### src/rtl/regfile_dumper_if.sv
// Output word stream of regfile_dumper: register value tagged with its source
// address and a last-word marker, under a valid/ready handshake.
interface regfile_dumper_if #(
    parameter int ADDR_W = 4,
    parameter int DATA_W = 32
);
    logic              out_valid;
    logic              out_ready;
    logic [DATA_W-1:0] out_data;
    logic [ADDR_W-1:0] out_addr;
    logic              out_last;

    modport master (output out_valid, out_data, out_addr, out_last, input out_ready);
    modport slave  (input out_valid, out_data, out_addr, out_last, output out_ready);
endinterface

### src/rtl/regfile_dumper.sv
// Read-side sequencer: walks the register file over an inclusive, wrapping address
// range and streams each word out. Optional checksum port: REGFILE_DUMPER_CHECKSUM_EN.
module regfile_dumper #(
    parameter int ADDR_W = 4,
    parameter int DATA_W = 32
) (
    input  logic              clk,
    input  logic              rst_n,
    input  logic              start,
    input  logic [ADDR_W-1:0] first_addr,
    input  logic [ADDR_W-1:0] last_addr,
    output logic              busy,
    output logic              done,
    output logic [ADDR_W-1:0] rd_addr,
    input  logic [DATA_W-1:0] rd_data,
    regfile_dumper_if.master  stream
`ifdef REGFILE_DUMPER_CHECKSUM_EN
    ,
    output logic [DATA_W-1:0] checksum
`endif
);
    localparam logic [1:0] IDLE  = 2'd0;
    localparam logic [1:0] READ  = 2'd1;
    localparam logic [1:0] DRAIN = 2'd2;

    localparam logic [ADDR_W:0]   CNT_ONE  = (ADDR_W+1)'(1);
    localparam logic [ADDR_W-1:0] ADDR_ONE = ADDR_W'(1);

    logic [1:0]        state;
    logic [ADDR_W:0]   remaining;
    logic [ADDR_W-1:0] span;
    logic              load;
    logic              handshake;
    logic              outValid;
    logic              outLast;
    logic [DATA_W-1:0] outData;
    logic [ADDR_W-1:0] outAddr;

    // Modular subtraction gives the wrapped distance; +1 makes the range inclusive.
    assign span      = last_addr - first_addr;
    assign load      = (state == READ) && (!outValid || stream.out_ready);
    assign handshake = outValid && stream.out_ready;
    assign busy      = (state != IDLE);

    assign stream.out_valid = outValid;
    assign stream.out_data  = outData;
    assign stream.out_addr  = outAddr;
    assign stream.out_last  = outLast;

    // NOTE: sequential state uses non-blocking assignments so every register
    // samples pre-edge values, independent of statement order.
    always_ff @(posedge clk or negedge rst_n) begin
        if (!rst_n) begin
            state     <= IDLE;
            remaining <= '0;
            rd_addr   <= '0;
            outValid  <= 1'b0;
            outLast   <= 1'b0;
            outData   <= '0;
            outAddr   <= '0;
            done      <= 1'b0;
        end else begin
            done <= 1'b0;
            case (state)
                IDLE: begin
                    if (start) begin
                        rd_addr   <= first_addr;
                        remaining <= {1'b0, span} + CNT_ONE;
                        state     <= READ;
                    end
                end
                READ: begin
                    if (load) begin
                        outData   <= rd_data;
                        outAddr   <= rd_addr;
                        outLast   <= (remaining == CNT_ONE);
                        outValid  <= 1'b1;
                        rd_addr   <= rd_addr + ADDR_ONE;
                        remaining <= remaining - CNT_ONE;
                        if (remaining == CNT_ONE) state <= DRAIN;
                    end
                end
                DRAIN: begin
                    if (handshake) begin
                        outValid <= 1'b0;
                        outLast  <= 1'b0;
                        done     <= 1'b1;
                        state    <= IDLE;
                    end
                end
                default: state <= IDLE;
            endcase
        end
    end

`ifdef REGFILE_DUMPER_CHECKSUM_EN
    // A start is only taken in IDLE, where no word is in flight, so clear and
    // accumulate never coincide.
    always_ff @(posedge clk or negedge rst_n) begin
        if (!rst_n) begin
            checksum <= '0;
        end else if (state == IDLE && start) begin
            checksum <= '0;
        end else if (handshake) begin
            checksum <= checksum ^ outData;
        end
    end
`endif
endmodule

### src/flat_wrapper.sv
// flat-port wrapper written by rule: the top's interface ports become plain ports
module regfile_dumper_flat 
#(
    parameter int ADDR_W = 4,
    parameter int DATA_W = 32
)
  (clk, rst_n, start, first_addr, last_addr, busy, done, rd_addr, rd_data, stream_out_valid, stream_out_data, stream_out_addr, stream_out_last, stream_out_ready);
  regfile_dumper_if #(.ADDR_W(ADDR_W), .DATA_W(DATA_W)) stream_i ();
  input  logic clk;
  input  logic rst_n;
  input  logic start;
  input  logic [ADDR_W-1:0] first_addr;
  input  logic [ADDR_W-1:0] last_addr;
  output logic busy;
  output logic done;
  output logic [ADDR_W-1:0] rd_addr;
  input  logic [DATA_W-1:0] rd_data;
  output wire logic [$bits(stream_i.out_valid)-1:0] stream_out_valid;
  output wire logic [$bits(stream_i.out_data)-1:0] stream_out_data;
  output wire logic [$bits(stream_i.out_addr)-1:0] stream_out_addr;
  output wire logic [$bits(stream_i.out_last)-1:0] stream_out_last;
  input wire logic [$bits(stream_i.out_ready)-1:0] stream_out_ready;
  assign stream_out_valid = stream_i.out_valid;
  assign stream_out_data = stream_i.out_data;
  assign stream_out_addr = stream_i.out_addr;
  assign stream_out_last = stream_i.out_last;
  assign stream_i.out_ready = stream_out_ready;
  regfile_dumper #(.ADDR_W(ADDR_W), .DATA_W(DATA_W)) u_core (.clk(clk), .rst_n(rst_n), .start(start), .first_addr(first_addr), .last_addr(last_addr), .busy(busy), .done(done), .rd_addr(rd_addr), .rd_data(rd_data), .stream(stream_i));
endmodule
### config.mk
export PLATFORM = sky130hd
export DESIGN_NAME = regfile_dumper_flat
export DESIGN_NICKNAME = d
export VERILOG_FILES = /design/src/rtl/regfile_dumper_if.sv /design/src/rtl/regfile_dumper.sv /design/src/flat_wrapper.sv
export SDC_FILE = /design/constraint.sdc
export NUM_CORES = 1
export LEC_CHECK = 0
export ABC_AREA = 1
export BUFFER_PORTS_ARGS = -buffer_cell sky130_fd_sc_hd__buf_4
export CAP_MARGIN = 20
export CELL_PAD_IN_SITES_DETAIL_PLACEMENT = 1
export CELL_PAD_IN_SITES_GLOBAL_PLACEMENT = 2
export CORE_MARGIN = 2
export CORE_UTILIZATION = 27
export DETAILED_ROUTE_END_ITERATION = 8
export PLACE_DENSITY = 0.77
export SLEW_MARGIN = 40
export SYNTH_ARGS = -nofsm -noshare
export SYNTH_HDL_FRONTEND = slang
export SYNTH_SLANG_ARGS = --single-unit
export TNS_END_PERCENT = 1
### constraint.sdc
create_clock -name clk -period 1.45 [get_ports clk]
set_clock_uncertainty 0.15 [all_clocks]
set_input_delay 0.0725 -clock clk [delete_from_list [all_inputs] [get_ports clk]]
set_output_delay 0.0725 -clock clk [all_outputs]
set_load 0.02 [all_outputs]
==> flow_summary.yaml, run 1 <==
sta:
  rsz0062_at_grt: "true"
  setup_slack_ns: -0.104
  min_period_ns: 1.55
  slew_headroom: 0.570
  setup_violations: 46
  worstMarginPinSlew_ns: 0.645
  maxSlewViolCount: 0
  period_share: 1.07
  fmax_mhz: 643
  hold_viol: 0
global_routing:
  grt_pass1_wl_um: 11900
  grt_max_degree: 51
  overflow: 0
  grt_pass1_vias: 2353
  grtUsageTotal: 0.151
  antenna_found_initial: 0
yosys:
  yosys_register_bits: 50
  ys.flop_type: "dfrtp_1"
  synth_warnings: 0
  netlist_instances: 223
  synth_top_area_cell: "dfrtp_1"
  synthesis.nets: 279
  synth_area_um2: 2390
  yosys-top-cells-area: "dfrtp_1 52%, mux2_2 14%, ha_1 5.8%, nand2_1 5.5%, inv_1 3.8%"
  synth_edf_count: 0
  syn_avg_cell_area_um2: 10.7
  synth_cell_types: 28
  synth_top_cell_area_share: 0.523
  ys_seq_area_frac: 0.523
  async_reset_ff_frac: 1.00
power_and_ir_drop:
  max-vdd-ir-drop_uv: 604
  p_per_area_nw_per_um2: 2270
  p_leak_uw: 0.00198
clock_tree:
  htreeDepth: 2
  cts_root_buf: "clkbuf_8"
  clock-sinks: 50
  cts_tree: "done"
  cts.reportedPaths.clkPinSlew_ns: 0.09
  cts_buffers: 5
  clockBufferDepth: 2
  clk_latency_ns: 0.29
setup_path:
  worst-setup-path-type: "reg -> reg"
  start_kind: "flop"
  required_ns: 1.48
  end_kind: "flop"
  worst-path-max-fanout: 14
  cp.arrival_ns: 1.59
die:
  die_h_um: 98.1
  die-area_um2: 9630
  core_area_um2: 8640
  ios: 88
  start_util: 0.277
  rows: 34
  dieWidth_um: 98.1
place:
  placed_area_um2: 3340
  dpl.hpwl_um: 4840
  port_buffers: 87
  placed_cells: 431
  routabilityCongestion: 0.757
  dpl_worst_slack_ns: -0.378
cells_and_area:
  nets: 424
  synthToLayoutAreaGrowth_pct: 67.9
  antenna_cells: 0
  final_cells: 477
  final_layout_size_suffix_gt1_frac: 0.482
  design_area_um2: 4020
routing:
  drt-initial-drc-count: 36
  antenna_left: 0
  wire_per_inst_um: 15.5
  routed_wl_um: 7400
  routed_via_density: 4.46
  drc: 0
  vias: 2127
  drtPass1Iterations: 4
hold_path:
  hold_path.class: "in -> reg"
flow_run:
  maxCapViolCount: 0
status:
  status: "finished, violations left"
  violations: "negative setup slack"
critical path, stage by stage (launching register included):
cell	delay, ns
dfrtp_1	0.43
ha_4	0.21
o21ai_4	0.12
buf_12	0.19
mux2_2	0.34
Yosys cell counts, types with 2 or more instances:
master	instances
nand3_1	7
nor2_1	10
buf_6	2
mux2_1	2
o21ai_0	14
inv_1	24
a21oi_1	9
o21ai_1	5
o21ai_2	3
nand2_1	35
dfrtp_1	50
buf_4	3
ha_1	11
mux2_2	30
nand4_1	4
buf_2	2
layout make-up:
cell class | count | area, um2
well taps | 108 | 135
repair inverters | 1 | 6.26
flip-flops and latches | 50 | 1250
clock inverters | 1 | 30.0
repair buffers | 144 | 1210
clock buffers | 7 | 76.3
multi-input cells | 140 | 1190
fillers | 933 | 4620
inverters | 26 | 123
stage by stage:
step / hold WS, ns / TNS, ns / total power [uW] / util
floorplan: -0.373 / -4.79 / 5360 / -
global placement: -0.00349 / -8.03 / 7070 / 0.387
detailed placement: -0.00512 / -10.07 / 7230 / 0.387
CTS: 0.0114 / -4.42 / 8540 / 0.446
global route: 0.0287 / -6.05 / 9800 / 0.465
finish: 0.0177 / -3.49 / 9130 / 0.465
sequential cells by signal, indices dropped and copies added, names as in the netlist:
name / count
u_core.done: 1
u_core.rd_addr: 4
u_core.remaining: 5
u_core.state: 2
u_core.stream.out_addr: 4
u_core.stream.out_data: 32
u_core.stream.out_last: 1
u_core.stream.out_valid: 1
power breakdown:
group,switching [uW],internal (uW),total (uW)
clock,458,517,975
sequential,447,2110,2560
combinational,2850,2750,5600
final timing paths:
check,startpoint,to,slack (ns),depth (start not counted)
setup / recovery,u_core.state[0],u_core.stream.out_data[25],-0.10,4
hold / removal,first_addr[2],u_core.rd_addr[2],0.02,4
setup reg to reg,u_core.state[0],u_core.stream.out_data[25],-0.10,4
hold reg to reg,u_core.stream.out_addr[0],u_core.stream.out_addr[0],0.34,2
max in group asynchronous,rst_n,u_core.remaining[2],0.52,2
min in group asynchronous,rst_n,u_core.stream.out_data[12],0.19,2
cell families after synthesis:
kind of cell	count (synthesis)	share of synthesized area
AOI/OAI and AO/OA	37	0.0910
xor gates and xnor gates	1	0.00366
buffers and inverters	33	0.0654
adders and majority gates	12	0.0659
and+or+nand+nor	58	0.100
muxes	32	0.151
DFF	50	0.523
cell usage in the layout, fill, tap and decap left out, drive strengths merged, types with 2 or more instances in the layout:
master / n
buf: 110
dfrtp: 50
nand2: 36
dlygate4sd3: 34
mux2: 32
inv: 27
o21ai: 22
ha: 11
a21oi: 10
nor2: 10
nand3: 7
clkbuf: 7
nand4: 4
o211ai: 2
layer usage:
layer  track usage  vias to the layer above  routed length, um
met2         0.267                       68               3830
met3        0.0272                        5                342
met5             0                        -                  0
met4        0.0316                        0                 43
li1              -                     1034                  -
met1         0.194                     1020               3180
repair_timing:
action / 4_1_cts / 5_1_grt
hold buffers: 34 / 0
hold endpoints to repair: 83 / 0
pin swaps: 4 / 8
buffers inserted: 0 / 3
gates resized for setup: 17 / 39
setup endpoints to repair: 50 / 48
cloned: 0 / 1
Power figures use the tool's default switching activity.
==> inputs of run 2 (changes only) <==
==> constraint.sdc (replaced) <==
create_clock -name clk -period 1.45 [get_ports clk]
set_clock_uncertainty 0.15 [all_clocks]
set_input_delay 0.2175 -clock clk [delete_from_list [all_inputs] [get_ports clk]]
set_output_delay 0.2175 -clock clk [all_outputs]
set_load 0.02 [all_outputs]
==> run 2 against run 1 <==
  * The run still ends with negative setup slack left
  * Worst setup slack got worse by 0.13 ns
  * Maximum frequency decreased by 7.7%
  * Clock-buffer cell count decreased by 2
  * Core utilization shrank 0.81 points
  * Largest power group unchanged
==> flow_summary.yaml, run 2 (synthesis results as in run 1) <==
status:
  status: "finished, violations left"
  violations: "negative setup slack"
global_routing:
  grtUsageTotal: 0.143
  antenna_found_initial: 0
  overflow: 0
  grt_pass1_wl_um: 11100
  grt_pass1_vias: 2225
  grt_max_degree: 51
clock_tree:
  cts_buffers: 5
  cts_root_buf: "clkbuf_8"
  clockBufferDepth: 2
  cts.reportedPaths.clkPinSlew_ns: 0.10
  clock-sinks: 50
  cts_tree: "done"
  clk_latency_ns: 0.30
  htreeDepth: 2
power_and_ir_drop:
  swShare: 0.406
  internal-power_uw: 5200
  clockPowerShare: 0.117
  power.switching_uw: 3560
  max-vdd-ir-drop_uv: 730
  p_leak_uw: 0.00194
  seq_power_share: 0.288
  p_per_area_nw_per_um2: 2220
  p_comb_frac: 0.595
setup_path:
  path_common_cell: "buf_6"
  cp_num_buf_inv: 5
  crit_family: "buffers and inverters"
  end_kind: "primary output"
  cp.arrival_ns: 1.32
  worst-setup-path-type: "reg -> out"
  start_kind: "flop"
  slowest_delay_ns: 0.40
  worst-path-max-fanout: 3
  required_ns: 1.08
  path_cells: "inv_2, buf_6, ha_4, inv_2, buf_6, buf_6"
  crit_slowest_cell: "dfrtp_1"
routing:
  wire_per_inst_um: 14.3
  vias: 2126
  drt-initial-drc-count: 16
  drtPass1Iterations: 4
  antenna_left: 0
  routed_wl_um: 6810
  drc: 0
  routed_via_density: 4.47
die:
  core_area_um2: 8640
  ios: 88
  dieWidth_um: 98.1
  rows: 34
  start_util: 0.277
  die_h_um: 98.1
  die-area_um2: 9630
cells_and_area:
  final_cell_mix: "106 x buf_4, 50 x dfrtp_1, 34 x nand2_1, 32 x dlygate4sd3_1"
  nets: 423
  final_common_cell: "buf_4"
  final_layout_size_suffix_gt1_frac: 0.478
  final_cells: 476
  largest_reg_flops: 32
  antenna_cells: 0
  synthToLayoutAreaGrowth_pct: 65.0
sta:
  rsz0062_at_grt: "true"
  maxSlewViolCount: 0
  setup_slack_ns: -0.234
  period_share: 1.16
  min_period_ns: 1.68
  hold_viol: 0
  fmax_mhz: 594
  slew_headroom: 0.812
  setup_violations: 46
  worstMarginPinSlew_ns: 0.282
flow_run:
  maxCapViolCount: 0
place:
  port_buffers: 87
  dpl_worst_slack_ns: -0.534
  placed_cells: 433
  dpl.hpwl_um: 4880
  routabilityCongestion: 0.694
hold_path:
  hold_path.class: "in -> reg"
==> run 2: area by class of cell <==
| type | count | area (um2) |
|---|---|---|
| fillers | 962 | 4690 |
| flip-flops and latches | 50 | 1250 |
| repair buffers | 144 | 1210 |
| multi-input cells | 140 | 1120 |
| well taps | 108 | 135 |
| inverters | 26 | 115 |
| clock buffers | 5 | 68.8 |
| clock inverters | 3 | 48.8 |
==> run 2: metal layers <==
| layer | part of all wire | vias up | global-route usage |
|---|---|---|---|
| met4 | 0.0088 | 0 | 0.0316 |
| met3 | 0.049 | 5 | 0.0279 |
| li1 | - | 1028 | - |
| met5 | 0 | - | 0 |
| met1 | 0.46 | 1024 | 0.190 |
| met2 | 0.48 | 69 | 0.242 |
==> run 2: stage by stage <==
stage                     utilization  instance area [um2]  hold slack, ns  total power [uW]  TNS, ns
after global placement          0.389                 3360          0.0688              7080    -9.82
after CTS                       0.444                 3840        0.000777              8490    -6.56
after detailed placement        0.389                 3360          0.0683              7240   -10.81
final                           0.457                 3950         0.00600              8760    -3.74
after global routing            0.457                 3950         0.00317              9410    -6.88
after floorplan                     -                 2420          -0.228              5280    -5.80
==> run 2: power groups by stage <==
stage / clock network [uW] / logic (uW) / registers (uW)
floorplan: 0 / 2060 / 3210
global placement: 0 / 4600 / 2480
detailed placement: 0 / 4710 / 2530
CTS: 1070 / 4920 / 2500
global route: 1120 / 5680 / 2610
finish: 1030 / 5210 / 2520
==> run 2: final timing paths <==
kind / startpoint / to / slack, ns / cells past startpoint
setup reg to reg: u_core.state[1] / u_core.rd_addr[2] / -0.18 / 9
max in group asynchronous: rst_n / u_core.rd_addr[2] / 0.63 / 3
hold / removal: rd_data[25] / u_core.stream.out_data[25] / 0.006 / 2
min in group asynchronous: rst_n / u_core.state[1] / 0.28 / 3
hold reg to reg: u_core.stream.out_addr[0] / u_core.stream.out_addr[0] / 0.34 / 2
setup / recovery: u_core.state[1] / busy / -0.23 / 6
==> run 2: what timing repair did <==
action | in CTS | in global routing
hold buffers | 31 | 1
endpoints found under the hold margin | 80 | 1
buffers inserted | 1 | 2
pin swaps | 2 | 5
setup endpoints to repair | 50 | 50
gates resized for setup | 11 | 25
